$ cat src/rtl/div_req_ctrl_if.sv
// Request/response handshake bundle for div_req_ctrl.
// slave = sequencer side, master = requester/consumer side.
interface div_req_ctrl_if #(
  parameter int WIDTH = 16
);
  logic             req_valid;
  logic             req_ready;
  logic [WIDTH-1:0] req_dividend;
  logic [WIDTH-1:0] req_divisor;
  logic             rsp_valid;
  logic             rsp_ready;
  logic [WIDTH-1:0] rsp_quotient;
  logic [WIDTH-1:0] rsp_remainder;
  logic             rsp_dbz;
  logic             rsp_timeout;

  modport slave (
    input  req_valid,
    input  req_dividend,
    input  req_divisor,
    input  rsp_ready,
    output req_ready,
    output rsp_valid,
    output rsp_quotient,
    output rsp_remainder,
    output rsp_dbz,
    output rsp_timeout
  );

  modport master (
    output req_valid,
    output req_dividend,
    output req_divisor,
    output rsp_ready,
    input  req_ready,
    input  rsp_valid,
    input  rsp_quotient,
    input  rsp_remainder,
    input  rsp_dbz,
    input  rsp_timeout
  );
endinterface

$ cat src/rtl/div_req_ctrl.sv
// Request-side sequencer for the shift/subtract divider:
// launch, wait with timeout, respond, drain stale done.
module div_req_ctrl #(
  parameter int WIDTH   = 16,
  parameter int TIMEOUT = 64
) (
  input  logic             clk,
  input  logic             rst,
  div_req_ctrl_if.slave    bus,
  output logic             div_start,
  output logic [WIDTH-1:0] div_dividend,
  output logic [WIDTH-1:0] div_divisor,
  input  logic             div_done,
  input  logic [WIDTH-1:0] div_quotient,
  input  logic [WIDTH-1:0] div_remainder
);
  localparam int CW = $clog2(TIMEOUT + 1);

  typedef enum logic [2:0] {
    IDLE,
    LAUNCH,
    WAIT,
    RESP,
    DRAIN
  } state_t;

  state_t           state_q, state_d;
  logic [CW-1:0]    cnt_q, cnt_d;
  logic [CW-1:0]    cnt_inc;
  logic [WIDTH-1:0] opa_q, opa_d;
  logic [WIDTH-1:0] opb_q, opb_d;
  logic [WIDTH-1:0] quo_q, quo_d;
  logic [WIDTH-1:0] rem_q, rem_d;
  logic             dbz_q, dbz_d;
  logic             tmo_q, tmo_d;

  // Next-state, counter and result capture
  always_comb begin
    state_d = state_q;
    cnt_d   = cnt_q;
    opa_d   = opa_q;
    opb_d   = opb_q;
    quo_d   = quo_q;
    rem_d   = rem_q;
    dbz_d   = dbz_q;
    tmo_d   = tmo_q;
    cnt_inc = cnt_q + CW'(1);
    unique case (state_q)
      IDLE: begin
        if (bus.req_valid) begin
          opa_d = bus.req_dividend;
          opb_d = bus.req_divisor;
          if (bus.req_divisor == '0) begin
            // Zero divisor is answered locally.
            quo_d   = '1;
            rem_d   = bus.req_dividend;
            dbz_d   = 1'b1;
            tmo_d   = 1'b0;
            state_d = RESP;
          end else begin
            state_d = LAUNCH;
          end
        end
      end
      LAUNCH: begin
        cnt_d   = '0;
        state_d = WAIT;
      end
      WAIT: begin
        cnt_d = cnt_inc;
        // done has priority over a coincident timeout
        if (div_done) begin
          quo_d   = div_quotient;
          rem_d   = div_remainder;
          dbz_d   = 1'b0;
          tmo_d   = 1'b0;
          state_d = RESP;
        end else if (cnt_inc == CW'(TIMEOUT)) begin
          quo_d   = '0;
          rem_d   = '0;
          dbz_d   = 1'b0;
          tmo_d   = 1'b1;
          state_d = RESP;
        end
      end
      RESP: begin
        if (bus.rsp_ready) state_d = DRAIN;
      end
      DRAIN: begin
        // A stretched done must fall before relaunching.
        if (!div_done) state_d = IDLE;
      end
      default: state_d = DRAIN;
    endcase
  end

  // State and datapath registers, synchronous active-low reset
  always_ff @(posedge clk) begin
    if (!rst) begin
      state_q <= DRAIN;
      cnt_q   <= '0;
      opa_q   <= '0;
      opb_q   <= '0;
      quo_q   <= '0;
      rem_q   <= '0;
      dbz_q   <= 1'b0;
      tmo_q   <= 1'b0;
    end else begin
      state_q <= state_d;
      cnt_q   <= cnt_d;
      opa_q   <= opa_d;
      opb_q   <= opb_d;
      quo_q   <= quo_d;
      rem_q   <= rem_d;
      dbz_q   <= dbz_d;
      tmo_q   <= tmo_d;
    end
  end

  assign bus.req_ready     = (state_q == IDLE);
  assign bus.rsp_valid     = (state_q == RESP);
  assign bus.rsp_quotient  = quo_q;
  assign bus.rsp_remainder = rem_q;
  assign bus.rsp_dbz       = dbz_q;
  assign bus.rsp_timeout   = tmo_q;
  assign div_start         = (state_q == LAUNCH);
  assign div_dividend      = opa_q;
  assign div_divisor       = opb_q;
endmodule

$ cat src/flat_wrapper.sv
// flat-port wrapper written by rule: the top's interface ports become plain ports
module div_req_ctrl_flat 
#(
  parameter int WIDTH   = 16,
  parameter int TIMEOUT = 64
)
  (clk, rst, div_start, div_dividend, div_divisor, div_done, div_quotient, div_remainder, bus_req_valid, bus_req_dividend, bus_req_divisor, bus_rsp_ready, bus_req_ready, bus_rsp_valid, bus_rsp_quotient, bus_rsp_remainder, bus_rsp_dbz, bus_rsp_timeout);
  div_req_ctrl_if #(.WIDTH(WIDTH)) bus_i ();
  input  logic clk;
  input  logic rst;
  output logic div_start;
  output logic [WIDTH-1:0] div_dividend;
  output logic [WIDTH-1:0] div_divisor;
  input  logic div_done;
  input  logic [WIDTH-1:0] div_quotient;
  input  logic [WIDTH-1:0] div_remainder;
  input wire logic [$bits(bus_i.req_valid)-1:0] bus_req_valid;
  input wire logic [$bits(bus_i.req_dividend)-1:0] bus_req_dividend;
  input wire logic [$bits(bus_i.req_divisor)-1:0] bus_req_divisor;
  input wire logic [$bits(bus_i.rsp_ready)-1:0] bus_rsp_ready;
  output wire logic [$bits(bus_i.req_ready)-1:0] bus_req_ready;
  output wire logic [$bits(bus_i.rsp_valid)-1:0] bus_rsp_valid;
  output wire logic [$bits(bus_i.rsp_quotient)-1:0] bus_rsp_quotient;
  output wire logic [$bits(bus_i.rsp_remainder)-1:0] bus_rsp_remainder;
  output wire logic [$bits(bus_i.rsp_dbz)-1:0] bus_rsp_dbz;
  output wire logic [$bits(bus_i.rsp_timeout)-1:0] bus_rsp_timeout;
  assign bus_i.req_valid = bus_req_valid;
  assign bus_i.req_dividend = bus_req_dividend;
  assign bus_i.req_divisor = bus_req_divisor;
  assign bus_i.rsp_ready = bus_rsp_ready;
  assign bus_req_ready = bus_i.req_ready;
  assign bus_rsp_valid = bus_i.rsp_valid;
  assign bus_rsp_quotient = bus_i.rsp_quotient;
  assign bus_rsp_remainder = bus_i.rsp_remainder;
  assign bus_rsp_dbz = bus_i.rsp_dbz;
  assign bus_rsp_timeout = bus_i.rsp_timeout;
  div_req_ctrl #(.WIDTH(WIDTH), .TIMEOUT(TIMEOUT)) u_core (.clk(clk), .rst(rst), .bus(bus_i), .div_start(div_start), .div_dividend(div_dividend), .div_divisor(div_divisor), .div_done(div_done), .div_quotient(div_quotient), .div_remainder(div_remainder));
endmodule
$ cat config.mk
export PLATFORM = sky130hd
export DESIGN_NAME = div_req_ctrl_flat
export DESIGN_NICKNAME = d
export VERILOG_FILES = /design/src/rtl/div_req_ctrl_if.sv /design/src/rtl/div_req_ctrl.sv /design/src/flat_wrapper.sv
export SDC_FILE = /design/constraint.sdc
export NUM_CORES = 1
export LEC_CHECK = 0
export CORE_ASPECT_RATIO = 0.75
export CORE_MARGIN = 5
export CORE_UTILIZATION = 35
export CTS_CLUSTER_SIZE = 14
export DETAILED_ROUTE_END_ITERATION = 6
export PLACE_DENSITY = 0.67
export SYNTH_ARGS = -nofsm -noshare
export SYNTH_HDL_FRONTEND = slang
export SYNTH_SLANG_ARGS = --single-unit
export TNS_END_PERCENT = 50
$ cat constraint.sdc
create_clock -name clk -period 2.5 [get_ports clk]
set_input_delay 0.5 -clock clk [delete_from_list [all_inputs] [get_ports clk]]
set_output_delay 0.5 -clock clk [all_outputs]
set_load 0.03 [all_outputs]
==> flow_metrics.env <==
export IMPL_outcome="completed"
export IMPL_yosys_warnings=0
export IMPL_wl_met3_um=787
export IMPL_clk_pin_slew_worst_paths_ns=0.05
export IMPL_grt_pass1_vias=3395
export IMPL_fin_crit_ns=2.34
export IMPL_critPathKind="register to output port"
export IMPL_grt_max_degree=64
export IMPL_drv_cap=0
export IMPL_diodes=0
export IMPL_nNetsFinal=623
export IMPL_cp_slowest_cell="clkdlybuf4s50_1"
export IMPL_synthFlopType="dfxtp_1"
export IMPL_avgViaCountPerCell=4.79
export IMPL_wl_per_cell_um=14.6
export IMPL_placed_area_mm2=0.00500
export IMPL_path_delay_family="buffers and inverters"
export IMPL_reg2reg_slack_ns=0.16
export IMPL_swShare=0.239
export IMPL_cell_internal_pwr_w=0.00223
export IMPL_ant_nets=0
export IMPL_ys_types=42
export IMPL_insertion_delay_ns=0.33
export IMPL_ir_drop_v=0.000346
export IMPL_maxSlewHeadroom=0.629
export IMPL_yosysSeqAreaShare=0.438
export IMPL_fin_tns_setup_ns=0
export IMPL_synth_top_area_share=0.438
export IMPL_drt_iter0_markers=179
export IMPL_p_total_w=0.00293
export IMPL_drive_gt1_frac=0.0842
export IMPL_place_gp_congestion=0.862
export IMPL_synthCells=424
export IMPL_hp_start="u_core.bus.rsp_quotient[2]"
export IMPL_die_x_um=125
export IMPL_syn_avg_cell_area_um2=8.19
export IMPL_core_mm2=0.00966
export IMPL_layout_setup_ws_ns=0.156
export IMPL_initial_core_util=0.360
export IMPL_antenna_found_initial=0
export IMPL_pwr_share_clk=0.423
export IMPL_dr_wl_met2_um=4680
export IMPL_fmaxAchievable_mhz=427
export IMPL_pin_count=138
export IMPL_yosysMostFrequentCell="nand2_1"
export IMPL_fin_area_mm2=0.00528
export IMPL_startpoint_type="register"
export IMPL_hold_worst_slack_ns=0.456
export IMPL_critPathMaxStageDelay_ns=0.75
export IMPL_synthArstFlopShare=0
export IMPL_die_y_um=96.3
export IMPL_hold_depth=2
export IMPL_path_cells="nor3_2 > clkdlybuf4s50_1"
export IMPL_rsz0062_at_grt="no"
export IMPL_required_ns=2.00
export IMPL_cts_sinks=76
export IMPL_syn_to_final_growth_pct=52.0
export IMPL_drt_pass1_iter_count=5
export IMPL_synth_common_cells="nand2_1, dfxtp_1, a21boi_0, clkbuf_1, nor2_1"
export IMPL_cellLeakagePower_nw=2.01
export IMPL_syn_nets=494
export IMPL_grt_pass1_wl_um=16700
export IMPL_grt_usage=0.171
export IMPL_totalWireLength_um=10100
export IMPL_synth_area_mm2=0.00347
export IMPL_rr_worst_depth=7
export IMPL_power_share_sequential=0.434
export IMPL_path_buf_inv=1
export IMPL_hpwl_um=7590
export IMPL_hp_class="register to register"
export IMPL_drcViolationCount=0
export IMPL_rr_startpoint="u_core.cnt_q[0]"
export IMPL_top_layer="met4"
export IMPL_pwr_share_comb=0.143
export IMPL_vias=3305
export IMPL_worst_slew_pin_slew_ns=0.555
export IMPL_std_cell_rows=31
export IMPL_finalCritPeriodShare=0.938
export IMPL_ctsRootBufferMaster="clkbuf_16"
export IMPL_cp_max_fo=8
export IMPL_hold_end="u_core.bus.rsp_quotient[2]"
export IMPL_critical_path_arrival_ns=1.84
export IMPL_clk_path_buf_depth=2
export IMPL_switchingPower_w=0.000699
export IMPL_die_area_mm2=0.0120
export IMPL_globalRouteOverflowTotal=0
export IMPL_ys_ff_latch=76
export IMPL_synth_edff_count=0
export IMPL_finClkSkew_ns=0.00448
export IMPL_cts_tree="yes"
export IMPL_report_final_slew_viol_count=0
export IMPL_hold_viol=0
export IMPL_io_buffers=137
export IMPL_synth_top_area_cell="dfxtp_1"
export IMPL_cts_post_setup_buffers_inserted=0
export IMPL_critPathCaptureType="output port"
export IMPL_postCtsHoldBufs=0
export IMPL_synth_area_top_cells="dfxtp_1, nand2_1, a21boi_0"
export IMPL_place_ws_ns=0.00738
export IMPL_setup_violations=0
export IMPL_cts_buffers=9
export IMPL_r2r_end="u_core.bus.rsp_quotient[3]"
export IMPL_htree_num_levels=3
export IMPL_p_per_area_mw_per_mm2=554
export IMPL_wl_met1_um=4490
-- metal layers --
| metal | GRT usage | up-vias |
|---|---|---|
| met3 | 0.0738 | 15 |
| met4 | 0.0496 | 0 |
| li1 | - | 1665 |
| met2 | 0.281 | 94 |
| met1 | 0.206 | 1531 |
| met5 | 0 | - |
-- power groups by stage --
stage | clock network, W | logic, W | registers (W)
2_1_floorplan | 0 | 0.000140 | 0.00135
3_3_place_gp | 0 | 0.000418 | 0.00129
3_5_place_dp | 0 | 0.000420 | 0.00130
4_1_cts | 0.00127 | 0.000423 | 0.00127
5_1_grt | 0.00132 | 0.000451 | 0.00127
6_report | 0.00124 | 0.000418 | 0.00127
-- metrics by stage --
| stage | utilization | std cells |
|---|---|---|
| after global placement | 0.517 | 674 |
| after global routing | 0.547 | 690 |
| final | 0.547 | 690 |
| after CTS | 0.546 | 690 |
| after detailed placement | 0.517 | 674 |
| after floorplan | - | 424 |
-- what timing repair did --
item                                    4_1_cts  5_1_grt
endpoints found under the setup margin        0        1
resized for setup                             0        1
hold endpoints to repair                      0        0
-- state kept, by name (all words and copies together), names as in the netlist --
signal	cells
u_core.bus.rsp_quotient	16
u_core.div_dividend	16
u_core.bus.rsp_remainder	16
u_core.bus.rsp_timeout	1
u_core.state_q	3
u_core.div_divisor	16
u_core.cnt_q	7
u_core.bus.rsp_dbz	1
-- placed cells by master (no fill, tap or decap), types with 3 or more instances in the layout --
master           instances
mux2i_1                 17
a211oi_1                 5
nor2_1                  22
buf_12                   4
nor2b_1                  3
clkbuf_16                9
dfxtp_1                 76
buf_4                    7
nor4_1                   4
nand2_1                137
a211oi_2                12
clkdlybuf4s50_1        135
nand3_1                 19
a21boi_0                35
and2_1                   3
o211ai_1                 3
o21ai_0                  7
a21oi_1                  5
clkbuf_1                 5
inv_1                   18
-- layout make-up --
| type | count | area [um2] |
|---|---|---|
| multi-input combinational | 300 | 1740 |
| tap | 132 | 165 |
| sequential | 76 | 1520 |
| fill | 895 | 4380 |
| clock buffer | 14 | 244 |
| timing repair buffer | 148 | 1500 |
| inverter | 18 | 67.6 |
| clock inverter | 2 | 35.0 |
-- worst reg2reg max path, stage by stage (launching register included) --
cell	delay (ns)
dfxtp_1	0.40
ha_1	0.26
nand3_2	0.12
or3_4	0.41
a2111oi_4	0.51
o211ai_4	0.15
buf_12	0.18
a211oi_1	0.23
-- kinds of logic after synthesis --
logic type                 share of synthesized area
muxes                                         0.0490
adders and majority gates                    0.00649
DFF                                            0.438
AOI/OAI and AO/OA                              0.194
and+or+nand+nor                                0.253
buffers and inverters                         0.0595
-- how the worst max path moves through the flow --
| stage | start | end | slack [ns] | cells past startpoint |
|---|---|---|---|---|
| after floorplan | u_core.cnt_q[0] | u_core.bus.rsp_quotient[10] | 0.33 | 7 |
| after global placement | bus_req_divisor[14] | u_core.bus.rsp_timeout | 0.0008 | 8 |
| after detailed placement | bus_req_divisor[10] | u_core.bus.rsp_quotient[3] | 0.007 | 8 |
| after CTS | u_core.state_q[0] | div_start | 0.1 | 2 |
| after global routing | u_core.cnt_q[0] | u_core.bus.rsp_quotient[2] | 0.01 | 7 |
| final | u_core.state_q[2] | bus_req_ready | 0.16 | 2 |
Power figures use the tool's default switching activity.
